$ cat src/rtl/int_wb_arbiter.sv
// Integer writeback arbiter: three per-source result FIFOs feeding the two
// physical-regfile write ports, granted round-robin up to two per cycle.
module int_wb_arbiter #(
  parameter int PREG_W = 6,
  parameter int DEPTH  = 2
) (
  input  logic              clock,
  input  logic              reset_n,
  input  logic              src0_valid,
  output logic              src0_ready,
  input  logic [PREG_W-1:0] src0_idx,
  input  logic [63:0]       src0_data,
  input  logic              src1_valid,
  output logic              src1_ready,
  input  logic [PREG_W-1:0] src1_idx,
  input  logic [63:0]       src1_data,
  input  logic              src2_valid,
  output logic              src2_ready,
  input  logic [PREG_W-1:0] src2_idx,
  input  logic [63:0]       src2_data,
  output logic              write0_en,
  output logic [PREG_W-1:0] write0_idx,
  output logic [63:0]       write0_data,
  output logic              write1_en,
  output logic [PREG_W-1:0] write1_idx,
  output logic [63:0]       write1_data,
  output logic              wb_idle
);

  localparam int DATA_W = 64;
  localparam int NSRC   = 3;
  localparam int PTR_W  = (DEPTH > 1) ? $clog2(DEPTH) : 1;
  localparam int CNT_W  = $clog2(DEPTH + 1);
  localparam logic [CNT_W-1:0] FULL = CNT_W'(DEPTH);

  logic [NSRC-1:0]   src_valid;
  logic [NSRC-1:0]   src_ready;
  logic [NSRC-1:0]   push;
  logic [NSRC-1:0]   pop;
  logic [NSRC-1:0]   cand;
  logic [PREG_W-1:0] src_idx   [NSRC];
  logic [DATA_W-1:0] src_data  [NSRC];

  logic [PREG_W-1:0] idx_mem   [NSRC][DEPTH];
  logic [DATA_W-1:0] data_mem  [NSRC][DEPTH];
  logic [PTR_W-1:0]  rd_ptr    [NSRC];
  logic [PTR_W-1:0]  wr_ptr    [NSRC];
  logic [CNT_W-1:0]  count     [NSRC];
  logic [PREG_W-1:0] head_idx  [NSRC];
  logic [DATA_W-1:0] head_data [NSRC];

  logic [1:0]        rr;
  logic [1:0]        scan [NSRC];
  logic              g0_vld;
  logic              g1_vld;
  logic [1:0]        g0_src;
  logic [1:0]        g1_src;

  function automatic logic [1:0] rr_inc(input logic [1:0] s);
    return (s == 2'd2) ? 2'd0 : s + 2'd1;
  endfunction

  assign src_valid   = {src2_valid, src1_valid, src0_valid};
  assign src_idx[0]  = src0_idx;
  assign src_idx[1]  = src1_idx;
  assign src_idx[2]  = src2_idx;
  assign src_data[0] = src0_data;
  assign src_data[1] = src1_data;
  assign src_data[2] = src2_data;
  assign src0_ready  = src_ready[0];
  assign src1_ready  = src_ready[1];
  assign src2_ready  = src_ready[2];

  // Ready and idle come from registered counts only, never from this cycle's pop.
  always_comb begin
    wb_idle = 1'b1;
    for (int k = 0; k < NSRC; k++) begin
      src_ready[k] = (count[k] < FULL);
      cand[k]      = (count[k] != '0);
      push[k]      = src_valid[k] && src_ready[k] && (src_idx[k] != '0);
      head_idx[k]  = idx_mem[k][rd_ptr[k]];
      head_data[k] = data_mem[k][rd_ptr[k]];
      if (count[k] != '0) wb_idle = 1'b0;
    end
  end

  // Port 1 skips any head that would write the same preg as port 0 this cycle.
  always_comb begin
    scan[0] = rr;
    scan[1] = rr_inc(rr);
    scan[2] = rr_inc(scan[1]);
    g0_vld  = 1'b0;
    g0_src  = 2'd0;
    g1_vld  = 1'b0;
    g1_src  = 2'd0;
    for (int i = 0; i < NSRC; i++) begin
      if (cand[scan[i]]) begin
        if (!g0_vld) begin
          g0_vld = 1'b1;
          g0_src = scan[i];
        end else if (!g1_vld && (head_idx[scan[i]] != head_idx[g0_src])) begin
          g1_vld = 1'b1;
          g1_src = scan[i];
        end
      end
    end
  end

  always_comb begin
    for (int k = 0; k < NSRC; k++) begin
      pop[k] = (g0_vld && (g0_src == 2'(k))) || (g1_vld && (g1_src == 2'(k)));
    end
  end

  assign write0_en   = g0_vld;
  assign write0_idx  = g0_vld ? head_idx[g0_src]  : '0;
  assign write0_data = g0_vld ? head_data[g0_src] : '0;
  assign write1_en   = g1_vld;
  assign write1_idx  = g1_vld ? head_idx[g1_src]  : '0;
  assign write1_data = g1_vld ? head_data[g1_src] : '0;

  always_ff @(posedge clock) begin
    if (!reset_n) begin
      rr <= 2'd0;
      for (int k = 0; k < NSRC; k++) begin
        rd_ptr[k] <= '0;
        wr_ptr[k] <= '0;
        count[k]  <= '0;
      end
    end else begin
      if (g0_vld) rr <= rr_inc(g1_vld ? g1_src : g0_src);
      for (int k = 0; k < NSRC; k++) begin
        if (push[k]) wr_ptr[k] <= wr_ptr[k] + PTR_W'(1);
        if (pop[k])  rd_ptr[k] <= rd_ptr[k] + PTR_W'(1);
        case ({push[k], pop[k]})
          2'b10:   count[k] <= count[k] + CNT_W'(1);
          2'b01:   count[k] <= count[k] - CNT_W'(1);
          default: count[k] <= count[k];
        endcase
      end
    end
  end

  // Storage is not reset; stale entries are unreachable once the counts clear.
  always_ff @(posedge clock) begin
    for (int k = 0; k < NSRC; k++) begin
      if (push[k]) begin
        idx_mem[k][wr_ptr[k]]  <= src_idx[k];
        data_mem[k][wr_ptr[k]] <= src_data[k];
      end
    end
  end

endmodule

$ cat config.mk
export PLATFORM = sky130hd
export DESIGN_NAME = int_wb_arbiter
export DESIGN_NICKNAME = d
export VERILOG_FILES = /design/src/rtl/int_wb_arbiter.sv
export SDC_FILE = /design/constraint.sdc
export NUM_CORES = 1
export LEC_CHECK = 0
export ABC_AREA = 0
export BUFFER_PORTS_ARGS = -buffer_cell sky130_fd_sc_hd__buf_2
export CORE_ASPECT_RATIO = 0.5
export CORE_MARGIN = 2
export CORE_UTILIZATION = 56
export CTS_CLUSTER_DIAMETER = 30
export DETAILED_ROUTE_END_ITERATION = 7
export PLACE_DENSITY = 0.87
export REMOVE_ABC_BUFFERS = 1
export SETUP_SLACK_MARGIN = 0.15
export SLEW_MARGIN = 20
export SYNTH_ARGS = -nofsm -noshare
export SYNTH_HDL_FRONTEND = slang
export SYNTH_SLANG_ARGS = --single-unit
$ cat constraint.sdc
create_clock -name clock -period 5 [get_ports clock]
set_input_delay 0.5 -clock clock [delete_from_list [all_inputs] [get_ports clock]]
set_output_delay 0.5 -clock clock [all_outputs]
set_load 0.05 [all_outputs]
After elaboration in Yosys (flattened, before gate mapping)
Memory sizes are Yosys's and may differ from the RTL's. Cells that the tools add are included. Widths: inputs -> output; s select.

Output and inout bits: 146. Memories: 5. Flip-flop bits (word level): 2. Input port bits: 215. Logic and storage cells: 273. Bits in writable memories: 432.

Bitwise gates (word level): 27. Mux-type cells: 158. Add/subtract/negate cells: 15. Magnitude comparators: 21. Reduce and logical (&&, ||, !) cells: 31. Equality and inequality tests: 15.

Memory list: data_mem (words 3, bits a word 128, rd ports 3, clocked after Yosys merged registers in 0, write ports 3, line 45) `logic [DATA_W-1:0] data_mem [NSRC][DEPTH];`; idx_mem (words 3, bits a word 12, rd ports 3, clocked after Yosys merged registers in 0, write ports 3, line 44) `logic [PREG_W-1:0] idx_mem [NSRC][DEPTH];`; count (words 3, bits a word 2, rd ports 3, clocked after Yosys merged registers in 0, write ports 3, line 48) `logic [CNT_W-1:0] count [NSRC];`; rd_ptr (words 3, bits a word 1, rd ports 3, clocked after Yosys merged registers in 0, write ports 3, line 46) `logic [PTR_W-1:0] rd_ptr [NSRC];`; wr_ptr (words 3, bits a word 1, rd ports 3, clocked after Yosys merged registers in 0, write ports 3, line 47) `logic [PTR_W-1:0] wr_ptr [NSRC];`.

Operators by type and width (number): $mux 64 (18); $mux 128 (3); $bmux 64 s2 (2); $demux 64 s1 (3); $mux 6 (26); $bmux 6 s2 (6); $mux 1 (67); $mux 2 (24); $mux 12 (3); $demux 6 s1 (3); $ge 3x3->1 const B (6); $not 2->3 (6); $reduce_bool 6->1 (3); $eq 2x2->1 const B (8); $logic_and 1x1->1 (16); $or 1x1->1 (15); $add 2x1->2 const B (6); $ge 2x2->1 const B (6); $ne 6x6->1 (2); $not 1->2 (6); $eq 2x1->1 const B (5); $lt 2x3->1 const B (3); $add 1x1->1 const B (6); $bmux 1 s2 (3); other kinds (8) (21).

Longest topological paths before layout
Word-level depth: 27. Gate-level depth with buffers: 18. Depth with buffers taken out: 16.

Least setup slack after synthesis
OpenSTA, ideal clock, no wires.

Path kind: register -> register. Start point: memory count[1][1] in the netlist's numbering. End point: memory data_mem[0][192] in the netlist's numbering, enable pin. Setup time: 0.499 ns. Period minus slack after synthesis: 4.690 ns. Data required time: 4.501 ns. Slack: 0.310 ns. Data arrival time: 4.191 ns. Stages on the path, launching flop included: 4. Buffers on the path: 0. Cell sequence: edfxtp_1 > inv_1 > o311ai_0 > nor2_1.

RTL lines (line): start: declaration (48); end: declaration (45).

==> metrics.md <==
| Metric | Value |
|---|---|
| Status | finished clean |
| Die span in y | 139 microns |
| CTS Root Cell | clkbuf_16 |
| Syn Inst Count | around 1.5k |
| CP max-delay cell | or4b_4 |
| Initial Util | a little under three fifths |
| Average routed wire per standard cell | around 27 microns |
| Final Max Slew Viols | 0 |
| Final WL | 64.4 mm |
| Max-cap violation count | 0 |
| Post-synth top area share | approximately 64% |
| Synth area leader | edfxtp_1 |
| Pin count of the biggest net entering global routing | 66 |
| Initial antenna violation count | 38 |
| Worst setup EP type | output port |
| RSZ-0062 raised after global routing | true |
| Final min period | roughly 4.8 ns |
| Crit path required time | around 4.5 ns |
| Hold Vio Cnt, Final | 0 |
| Site Rows | ~50 |
| CP top delay family | simple AND/OR/NAND/NOR gates |
| Num CTS Buffers | 50 |
| Grt ovf | 0 |
| Tcrit/Tclk final | a little over nine tenths |
| Drt initial violations | around 2.0k |
| Drc violations | 0 |
| Critical-path maximum fanout | 65 |
| Critical path class | reg -> out |
| Area growth from synthesis to layout | 21.7% |
| Yosys cell types | 60 |
| H-tree levels | 2 |
| I/O pins | between 300 and 400 |
| Syn Area/Cell | ~14 sq um |
| #FFs+latches synth | roughly 430 |
| Sequential-to-total area share from yosys stat | 63.9% |
| Longest Clk Path Bufs | 3 |
| Number of flops mapped to enable cells by yosys | approximately 430 |
| Top_reg_cell synth | edfxtp_1 |
| Synth cell count leaders | 432 x edfxtp_1, 195 x mux2_2, 112 x nor2_1 |
| Clock Sinks | about 430 |
| Async set or reset register ratio after synthesis | 0% |
| Antenna viol nets, final | 0 |
| Critical Path AT | approximately 4.3 ns |
| GRT Util Overall | about a third |
| Clock skew | approximately 0.017 ns |
| Final setup viols | 0 |
| Hold_buf cts | 0 |
| Ys Warns | 0 |
| Worst path cell trace | or4b_4 -> a21o_4 -> a31oi_1 -> xnor2_1 -> nor4_4 -> nand2_2 -> a31oi_4 -> buf_12 -> nand3_2 -> buf_12 -> a21oi_1 -> buf_2 |
| Core area | between 30000 and 40000 sq um |
| Via count | between 15k and 20k |
| First-pass GRT wire length | around 92 mm |
| Share of cells above drive strength 1 | between 40% and 50% |
| CTS tree | yes |
| Hold WC Path Type | in -> reg |
| CP dominant cell by count | buf_12 |
| Clk slew on worst S/H paths | 0.07 ns |
| DPL Wire Length | 38.2 mm |
| Critical path's largest stage delay | about 0.64 ns |
| Worst slew pin tran | about 1 ns |
| Die X | roughly 270 microns |
| Slew HR | about a third |
| Skew-Pair Late Insertion Delay | 0.59 ns |
| Mapped cell area | 20400 sq um |
| Gpl congestion | 0.971 |
| Vias per inst | 6.46 |
| Most common cell in the synthesized netlist | edfxtp_1 |
| Leading post-synthesis cells by cell area | edfxtp_1 64%, mux2_2 11%, mux2i_1 4.4% |
| Final non-filler cell area | between 20000 and 25000 sq um |
| Die area | ~38000 sq um |
| Nets | 2051 |
| Post-DP Area | 22800 sq um |
| Vias in the first global route | between 10k and 15k |
| # fillers | between 2k and 2.5k |
| Number of buffers and inverters on the critical path | 3 |
| Max Freq | between 0.2 and 0.25 GHz |
| CP Launch Type | flop |
| DRT Pass-1 Iters | 6 |
| IO buf count | between 300 and 400 |
==> sequential cells by signal, indices dropped and copies added (netlist names) <==
name / count
idx_mem: 36
data_mem: 384
wr_ptr: 3
rd_ptr: 3
rr: 2
count: 6
==> area by class of cell <==
| class | instances | area, sq um | share of cell area [%] |
|---|---|---|---|
| flip-flops and latches | 434 | 13000 | 52.5 |
| multi-input cells | 913 | 6900 | 27.8 |
| repair buffers | 417 | 2460 | 9.93 |
| clock buffers | 53 | 1260 | 5.09 |
| well taps | 484 | 606 | 2.44 |
| clock inverters | 39 | 397 | 1.60 |
| diodes | 44 | 110 | 0.444 |
| inverters | 14 | 57.6 | 0.232 |
==> repair_timing <==
action / CTS / global route
buffers inserted: 4 / 4
resized for setup: 18 / 18
pin swaps: 0 / 2
cloned: 1 / 0
setup endpoints to repair: 70 / 73
==> through the flow <==
step	std cells	util [%]	setup TNS, ns	hold slack [ns]	setup slack (ns)
finish	2398	69.2	0	0.101	0.197
CTS	2349	68.5	0	0.0822	0.112
global route	2396	69.2	0	0.0912	0.0986
global placement	2252	63.4	0	0.537	0.337
floorplan	1361	-	-214.88	0.524	-2.07
detailed placement	2252	63.4	0	0.556	0.357
==> cells by family (layout without fill, tap and decap cells) <==
kind of cell,Yosys count,in the layout,share of synthesized area [%]
mux,286,286,15.3
simple gates,317,317,7.23
other cells,0,44,0
fa+ha+maj,6,6,0.368
buf+inv,115,523,2.92
xor+xnor,17,17,0.731
flops,434,434,63.9
compound gates,287,287,9.56
==> metal layers <==
layer	vias up	global-route usage, %	share of wire [%]
met3	362	6.28	11
met1	7379	40.1	34
met4	0	20.7	7.8
met5	-	0	0
met2	1376	52.0	48
li1	6381	-	-
==> worst paths after layout <==
kind | startpoint | to | slack [ns] | cells after the start
hold / removal | src0_data[55] | data_mem[0][55]$_DFFE_PP_ | 0.10 | 1
setup / recovery | count[1][0]$_SDFFCE_PP0P_ | write1_data[28] | 0.20 | 12
setup reg to reg | count[1][0]$_SDFFCE_PP0P_ | count[0][1]$_SDFFCE_PP0P_ | 0.63 | 15
hold reg to reg | count[2][0]$_DFFE_PP_ | count[2][0]$_DFFE_PP_ | 0.57 | 1
==> layout by cell type, fill, tap and decap left out, types with 4 or more instances in the layout <==
master / instances
buf_4: 43
clkbuf_16: 50
bufinv_16: 4
mux2i_2: 8
inv_8: 4
diode_2: 44
mux2_2: 195
o221ai_1: 57
o221ai_2: 7
and2_1: 68
buf_2: 352
nand3_1: 12
xnor2_1: 7
nor2_1: 108
a211oi_1: 6
mux2i_1: 81
a21oi_1: 73
edfxtp_1: 432
clkinvlp_4: 5
inv_1: 11
clkinv_2: 10
clkbuf_4: 4
xor2_1: 10
a22o_1: 5
clkinv_1: 5
a31oi_1: 16
inv_6: 7
o21ai_0: 91
buf_12: 12
nand2_1: 98
nor2_4: 4
nand2b_1: 4
nor2b_1: 4
ha_1: 6
Power is not shown: default switching activity piles up to over one toggle a cycle in this logic, so the estimate is an artifact.
